### config.mk
export PLATFORM = sky130hd
export DESIGN_NAME = memory_stage
export DESIGN_NICKNAME = d
export VERILOG_FILES = /design/src/rtl/cpu_types_pkg.sv /design/src/rtl/llsc_link_reg.sv /design/src/rtl/memory_stage.sv
export SDC_FILE = /design/constraint.sdc
export NUM_CORES = 1
export LEC_CHECK = 0
export ABC_CLOCK_PERIOD_IN_PS = 1300
export CAP_MARGIN = 20
export CORE_AREA = 2 2 151 153
export CTS_CLUSTER_SIZE = 25
export DETAILED_ROUTE_END_ITERATION = 8
export DIE_AREA = 0 0 153 155
export PLACE_DENSITY = 0.58
export SYNTH_ARGS = -nofsm -noshare
export SYNTH_HDL_FRONTEND = slang
export SYNTH_HIERARCHICAL = 1
export SYNTH_SLANG_ARGS = --single-unit
export TNS_END_PERCENT = 1
### constraint.sdc
create_clock -name CLK -period 1.3 [get_ports CLK]
set_input_delay 0.26 -clock CLK [delete_from_list [all_inputs] [get_ports CLK]]
set_output_delay 0.26 -clock CLK [all_outputs]
set_load 0.01 [all_outputs]
### src/rtl/cpu_types_pkg.sv
// cpu_types_pkg: shared types for the five-stage MIPS core.
//   word_t     : 32-bit datapath word
//   regbits_t  : 5-bit register index
//   pcsrc_t    : redirect select (none / branch / jump / JR)
//   wsel_t     : writeback data select (ALU / load / link)
//   memstate_t : MEM-stage data-cache handshake state
package cpu_types_pkg;

    typedef logic [31:0] word_t;
    typedef logic [4:0]  regbits_t;

    typedef enum logic [1:0] {
        PC_SEQ = 2'b00,
        PC_BR  = 2'b01,
        PC_JMP = 2'b10,
        PC_JR  = 2'b11
    } pcsrc_t;

    typedef enum logic [1:0] {
        WB_ALU  = 2'b00,
        WB_MEM  = 2'b01,
        WB_LINK = 2'b10
    } wsel_t;

    typedef enum logic {
        IDLE = 1'b0,
        WAIT = 1'b1
    } memstate_t;

endpackage

### src/rtl/llsc_link_reg.sv
// llsc_link_reg: load-linked reservation (valid flag + linked address).
// Only instantiated when MEM_LLSC_EN is defined.
// Ports:
//   CLK, RST  : clock, synchronous active-high reset
//   ll_done   : a load-linked access completes this cycle
//   st_done   : any store (including a successful SC) completes this cycle
//   addr      : address of the current access
//   sc_ok     : reservation valid and matches addr
module llsc_link_reg
    import cpu_types_pkg::*;
(
    input  logic  CLK,
    input  logic  RST,
    input  logic  ll_done,
    input  logic  st_done,
    input  word_t addr,
    output logic  sc_ok
);

    logic  link_valid_r;
    word_t link_addr_r;

    // Reservation register: set by a completed LL, cleared by a completed store to the linked address.
    always_ff @(posedge CLK) begin
        if (RST) begin
            link_valid_r <= 1'b0;
            link_addr_r  <= 32'd0;
        end else if (ll_done) begin
            link_valid_r <= 1'b1;
            link_addr_r  <= addr;
        end else if (st_done && (addr == link_addr_r)) begin
            link_valid_r <= 1'b0;
        end else begin
            link_valid_r <= link_valid_r;
        end
    end

    assign sc_ok = link_valid_r & (link_addr_r == addr);

endmodule

### src/rtl/memory_stage.sv
// memory_stage: MEM stage of the five-stage MIPS pipeline.
// Issues the data-cache request (hit/wait handshake), stalls upstream until
// the access completes, resolves branch/jump/JR redirects and owns the
// MEM/WB pipeline register.
// Optional feature: define MEM_LLSC_EN to enable LL/SC reservation tracking
// (llsc_link_reg). Without it LL acts as LW and SC as SW returning 1.
// Ports:
//   CLK, RST                 : clock, synchronous active-high reset
//   *_MEM inputs             : EX/MEM latch contents
//   dhit, dmemload           : cache completion and load data
//   wb_flush                 : squash MEM/WB contents
//   dmemREN/WEN/addr/store   : cache request (combinational)
//   mem_stall                : freeze IF through EX/MEM
//   pc_redirect, pc_target   : redirect request and target
//   valid_WB/RegWr_WB/wreg_WB/wdat_WB : MEM/WB register
module memory_stage
    import cpu_types_pkg::*;
(
    input  logic     CLK,
    input  logic     RST,
    input  logic     valid_MEM,
    input  logic     RegWr_MEM,
    input  logic     memtoReg_MEM,
    input  logic     memWr_MEM,
    input  logic     ll_MEM,
    input  logic     sc_MEM,
    input  logic [1:0] PC_Src_MEM,
    input  logic     bne_MEM,
    input  logic     zero_MEM,
    input  logic [1:0] Wsel_MEM,
    input  regbits_t wreg_MEM,
    input  word_t    Output_Port_MEM,
    input  word_t    busA_MEM,
    input  word_t    busB_MEM,
    input  word_t    npc_MEM,
    input  word_t    jump_addr_MEM,
    input  word_t    branch_addr_MEM,
    input  logic     dhit,
    input  word_t    dmemload,
    input  logic     wb_flush,
    output logic     dmemREN,
    output logic     dmemWEN,
    output word_t    dmemaddr,
    output word_t    dmemstore,
    output logic     mem_stall,
    output logic     pc_redirect,
    output word_t    pc_target,
    output logic     valid_WB,
    output logic     RegWr_WB,
    output regbits_t wreg_WB,
    output word_t    wdat_WB
);

    memstate_t state_r, state_nxt_s;
    logic      memop_s, memop_eff_s, sc_fail_s;
    logic      req_rd_s, req_wr_s;
    logic      taken_s;
    word_t     target_s, wdat_nxt_s, sc_wdat_s;

    // A write wins when both load and store flags are set.
    assign memop_s     = valid_MEM & (memtoReg_MEM | memWr_MEM);
    assign memop_eff_s = memop_s & ~sc_fail_s;

`ifdef MEM_LLSC_EN
    logic sc_ok_s;

    // A failing SC suppresses its write and never stalls.
    assign sc_fail_s = valid_MEM & sc_MEM & memWr_MEM & ~sc_ok_s;
    assign sc_wdat_s = {31'd0, sc_ok_s};

    llsc_link_reg u_link (
        .CLK     (CLK),
        .RST     (RST),
        .ll_done (req_rd_s & dhit & ll_MEM),
        .st_done (req_wr_s & dhit),
        .addr    (Output_Port_MEM),
        .sc_ok   (sc_ok_s)
    );
`else
    logic unused_ll_s;

    assign sc_fail_s   = 1'b0;
    assign sc_wdat_s   = 32'd1;
    assign unused_ll_s = ll_MEM;
`endif

    assign dmemREN   = req_rd_s;
    assign dmemWEN   = req_wr_s;
    assign dmemaddr  = Output_Port_MEM;
    assign dmemstore = busB_MEM;
    assign mem_stall = memop_eff_s & ~dhit;

    // Handshake FSM: request decode and next state; the request is held in WAIT because upstream is frozen.
    always_comb begin
        state_nxt_s = state_r;
        req_rd_s    = 1'b0;
        req_wr_s    = 1'b0;
        case (state_r)
            IDLE: begin
                req_rd_s = memop_eff_s & ~memWr_MEM;
                req_wr_s = memop_eff_s & memWr_MEM;
                if (memop_eff_s && !dhit) begin
                    state_nxt_s = WAIT;
                end else begin
                    state_nxt_s = IDLE;
                end
            end
            WAIT: begin
                req_rd_s = memop_eff_s & ~memWr_MEM;
                req_wr_s = memop_eff_s & memWr_MEM;
                if (!memop_eff_s || dhit) begin
                    state_nxt_s = IDLE;
                end else begin
                    state_nxt_s = WAIT;
                end
            end
            default: begin
                state_nxt_s = IDLE;
            end
        endcase
    end

    // Handshake FSM state register.
    always_ff @(posedge CLK) begin
        if (RST) begin
            state_r <= IDLE;
        end else begin
            state_r <= state_nxt_s;
        end
    end

    // Redirect decode: branch condition and target selection.
    always_comb begin
        taken_s  = 1'b0;
        target_s = 32'd0;
        case (pcsrc_t'(PC_Src_MEM))
            PC_BR: begin
                taken_s  = zero_MEM ^ bne_MEM;
                target_s = branch_addr_MEM;
            end
            PC_JMP: begin
                taken_s  = 1'b1;
                target_s = jump_addr_MEM;
            end
            PC_JR: begin
                taken_s  = 1'b1;
                target_s = busA_MEM;
            end
            default: begin
                taken_s  = 1'b0;
                target_s = 32'd0;
            end
        endcase
    end

    assign pc_redirect = valid_MEM & ~mem_stall & taken_s;
    assign pc_target   = pc_redirect ? target_s : 32'd0;

    // Writeback data select; SC returns its success flag instead of the selected source.
    always_comb begin
        wdat_nxt_s = Output_Port_MEM;
        if (sc_MEM && memWr_MEM) begin
            wdat_nxt_s = sc_wdat_s;
        end else begin
            case (wsel_t'(Wsel_MEM))
                WB_ALU:  wdat_nxt_s = Output_Port_MEM;
                WB_MEM:  wdat_nxt_s = dmemload;
                WB_LINK: wdat_nxt_s = npc_MEM;
                default: wdat_nxt_s = Output_Port_MEM;
            endcase
        end
    end

    // MEM/WB pipeline register: bubble on stall or flush, otherwise capture the MEM slot.
    always_ff @(posedge CLK) begin
        if (RST) begin
            valid_WB <= 1'b0;
            RegWr_WB <= 1'b0;
            wreg_WB  <= 5'd0;
            wdat_WB  <= 32'd0;
        end else if (wb_flush || mem_stall) begin
            valid_WB <= 1'b0;
            RegWr_WB <= 1'b0;
            wreg_WB  <= 5'd0;
            wdat_WB  <= 32'd0;
        end else begin
            valid_WB <= valid_MEM;
            RegWr_WB <= RegWr_MEM & valid_MEM;
            wreg_WB  <= wreg_MEM;
            wdat_WB  <= wdat_nxt_s;
        end
    end

endmodule
* Word level (Yosys, flattened, before mapping) *
Index checks and enable logic that the tools add are counted.

word-level totals
  register bits after elaboration = 39
  output and inout port bits = 139
  word-level logic and storage cells = 32

operators by class
  equal/unequal tests = 5
  multiplexer cells = 5
  bitwise gates (word level) = 12
  reduce and logical (&&, ||, !) cells = 5

operator list
  operator                                              count
  one-hot mux 32 bit (3 select lines)                   1
  one-hot mux 32 bit (2 select lines)                   1
  two-way mux 32 bit                                    1
  bitwise AND 1 bit                                     7
  equality test 2 bit (second input constant)           3
  equality test 2 x 1 -> 1 bit (second input constant)  2
  OR reduction 2 bit                                    2
  NOT 1 bit                                             3
  OR reduction 3 bit                                    1
  one-hot mux 1 bit (2 select lines)                    1
  logical AND 1 bit                                     1
  logical OR 1 bit                                      1
  two-way mux 1 bit                                     1
  bitwise OR 1 bit                                      1
  XOR 1 bit                                             1

* Logic depth before layout (Yosys ltp) *
  depth after elaboration = 7
  gate-level depth with buffers = 6
  depth with buffers taken out = 5

* Worst setup path after synthesis *
No wires, ideal clock.

  path kind = input-to-output
  from = in PC_Src_MEM[1]
  to = out pc_target[20]
  arrival time = 1.018 ns
  required time = 1.040 ns
  setup slack = 0.022 ns
  stages = 5
  buffers on the path = 2
  cell sequence = buf_6 -> buf_8 -> mux2_4 -> a22oi_2 -> nor2_1

between the ends
  cells in the longest elaborated chain, start to end = 5

ends and longest elaborated chain
  element                              line                 RTL
  start, declared                      memory_stage.sv:27   input logic [1:0] PC_Src_MEM,
  equality test 2 bit                  memory_stage.sv:136  case (pcsrc_t'(PC_Src_MEM))
  OR reduction 2 bit (no source line)  --
  one-hot mux 1 bit (2 select lines)   memory_stage.sv:136
  bitwise AND 1 bit                    memory_stage.sv:156  assign pc_redirect = valid_MEM & ~mem_stall & taken_s;
  two-way mux 32 bit (*)               memory_stage.sv:157  assign pc_target = pc_redirect ? target_s : 32'd0;
  end, declared                        memory_stage.sv:47   output word_t pc_target,

Every way passes the cells marked *; elsewhere a longest branch is shown, timed or not.

* Worst setup path after layout *
  from = in bne_MEM
  to = out pc_target[14]

between the ends
  cells in the longest elaborated chain, start to end = 4

ends and longest elaborated chain
  element                             line                 RTL
  start, declared                     memory_stage.sv:28   input logic bne_MEM,
  XOR 1 bit                           memory_stage.sv:138  taken_s = zero_MEM ^ bne_MEM;
  one-hot mux 1 bit (2 select lines)  memory_stage.sv:136
  bitwise AND 1 bit                   memory_stage.sv:156
  two-way mux 32 bit                  memory_stage.sv:157

Every way passes these cells.

==> summary.md <==
| Metric | Value |
|---|---|
| # Max-Cap Violations | 0 |
| Layout Nets | 903 |
| Setup TNS | -7.32 ns |
| CP Capture Type | primary output |
| 1st-pass router iterations | 4 |
| Post-Syn Instances | 356 |
| Iter 0 DRT Violations | 125 |
| Failing checks | setup timing |
| Yosys top cell area share | 0.256 |
| Global-route wire length before repair | 21300 um |
| Worst min path class | in -> reg |
| Critical-path top delay cell | o211ai_4 |
| Final Instance Area | 6850 sq um |
| Ports | 384 |
| Syn nets | 603 |
| Vias | 3807 |
| Area grow syn2layout | 125% |
| Synth Warn # | 6 |
| Delay-heaviest family, CP | buffers and inverters |
| Peak supply drop | 0.395 mV |
| Hold_ws | 0.471 ns |
| Post-synth EDFFs | 0 |
| Die area | 23700 sq um |
| Max-slew violations | 0 |
| Die X-Extent | 153 um |
| Post-synth ARST share | 0 |
| Max Buffers Root-to-Sink | 2 |
| Die Ht | 155 um |
| Antenna-violating nets left | 0 |
| Initial Util | 0.137 |
| Status | finished, violations left |
| Hold-fix buffers at CTS | 0 |
| Final setup violation count | 33 |
| Final Cycle Share | 1.19 |
| Reg clk slew, reported paths | 0.06 ns |
| Clock sinks | 39 |
| Largest net degree at the start of global routing | 32 |
| Total Wirelength | 14700 um |
| Port Buf Inserts | 318 |
| Drt drc | 0 |
| Routed vias/inst | 4.04 |
| Number of antenna violations at the first check in global routing | 0 |
| Critical Path AT | 1.29 ns |
| Syn_area_per_cell | 8.57 sq um |
| Slew at the pin closest to its max-slew limit | 0.326 ns |
| Number of CTS-inserted buffers | 5 |
| Startpoint Class | input port |
| Worst-path fanout max | 6 |
| Final WS setup | -0.246 ns |
| Core area | 22200 sq um |
| Leakage | 2.99 nW |
| GRT Total Usage | 0.115 |
| Cell taking the most area after synthesis | dfxtp_1 |
| Routed wire per std cell | 15.6 um |
| Pre-CTS setup slack | -1.11 ns |
| FMAX | 647 MHz |
| Sequential share of the synthesized area | 0.256 |
| Mapped Area | 3050 sq um |
| Placement Cell Area | 6480 sq um |
| Commonest cells post-synth | 65 x buf_4, 39 x dfxtp_1, 36 x nor2b_1 |
| Unrepaired setup endpoints after global routing | yes |
| Top cells by area, synth | dfxtp_1 26%, buf_4 16%, a221oi_1 8.9% |
| Count of final hold-check violations | 0 |
| Ys flop type | dfxtp_1 |
| Std-Cell Rows | 55 |
| Critical path, cell by cell | buf_8, xor2_4, o211ai_4, buf_12, clkbuf_16, nor2_1, buf_2 |
| Share of cells above drive strength 1 | 0.304 |
| Slew headroom | 0.783 |
| PD cells | 649 nW/um^2 |
| CP Data Required Time | 1.04 ns |
| Global route overflow | 0 |
| Htree depth | 2 |
| Post-DP HPWL | 11200 um |
| Root Buffer | clkbuf_16 |
| Antenna diodes | 0 |
| CTS tree | built |
| Delay of the slowest critical-path stage | 0.23 ns |
| Flops & latches, synth | 39 |
| Worst Path Buf+Inv | 4 |
| Most frequent cell after synthesis | buf_4 |
| Minimum clock period | 1.55 ns |
| Vias in the first global route | 3862 |
| Synth unique cells | 30 |
| Gpl congestion | 0.805 |
| CP Class | in -> out |
-- cell families (layout without fill, tap and decap cells) --
kind of cell    after synthesis  count (layout)  synth area share
simple gates                114             114             0.193
buf+inv                      98             399             0.219
compound gates               74              74             0.210
flops                        39              39             0.256
mux                          28              28             0.110
fa+ha+maj                     2               2           0.00821
xor+xnor                      1               1           0.00287
-- sequential cells by signal (all words and copies together) (netlist names) --
| name | flops |
|---|---|
| wdat_WB | 32 |
| valid_WB | 1 |
| wreg_WB | 5 |
| RegWr_WB | 1 |
-- metrics by stage --
stage	cells	power [W]	util
2_1_floorplan	356	0.00207	-
3_3_place_gp	923	0.00315	0.291
3_5_place_dp	923	0.00315	0.291
4_1_cts	943	0.00448	0.303
5_1_grt	942	0.00468	0.308
6_report	942	0.00445	0.308
-- worst min-delay path, stage by stage --
cell,delay [ns]
dlygate4sd2_1,0.28
nor2b_1,0.12
nor3_1,0.06
-- final cells by class --
class                   instances  area (sq um)
fillers                      2339         15400
repair buffers                387          3710
multi-input cells             219          1840
flip-flops and latches         39           781
well taps                     285           357
clock buffers                   6           129
inverters                       4          15.0
clock inverters                 2          12.5
-- metal layers --
| metal | GRT usage | routed length (um) |
|---|---|---|
| met4 | 0.0384 | 303 |
| met2 | 0.213 | 7460 |
| met1 | 0.118 | 5430 |
| met5 | 0 | 0 |
| met3 | 0.0471 | 1540 |
-- report_power, final --
| group | leakage (nW) | switching, W | internal (W) |
|---|---|---|---|
| clock network | 0.0669 | 0.000533 | 0.000709 |
| logic | 2.60 | 0.000730 | 0.00122 |
| registers | 0.318 | 0.0000110 | 0.00125 |
| total | 2.99 | 0.00127 | 0.00317 |
-- cell usage in the layout, fill, tap and decap left out, types with 2 or more instances in the layout --
cell	count
dfxtp_1	39
o21a_1	2
clkdlybuf4s15_1	16
buf_16	4
nor3_1	31
a21oi_2	3
nand2_1	3
buf_2	35
inv_1	4
a22oi_2	19
dlygate4sd2_1	61
nor2b_1	33
mux2_2	13
dlymetal6s2s_1	6
a211oi_2	4
clkbuf_2	4
clkbuf_16	6
a221oi_1	21
mux2i_1	4
a31oi_1	4
nand2b_1	4
buf_12	10
clkdlybuf4s50_1	187
clkdlybuf4s15_2	2
nor2_1	24
a22oi_1	6
and2_1	8
buf_4	49
buf_8	4
nor2b_4	2
a221oi_2	10
mux2_4	11
buf_6	8
nor2_2	7
-- worst paths after layout --
path	startpoint	endpoint	slack, ns	cells past startpoint
worst max-delay path	bne_MEM	pc_target[14]	-0.25	7
worst min-delay path	Output_Port_MEM[25]	wdat_WB[25]$_SDFF_PP0_	0.47	3
-- what timing repair did --
item | CTS | global route
setup endpoints to repair | 145 | 61
gates resized for setup | 304 | 51
pin swaps | 11 | 16
buffers inserted | 7 | 0
cloned | 5 | 1
Note: power is estimated with default switching activity, not from simulation.
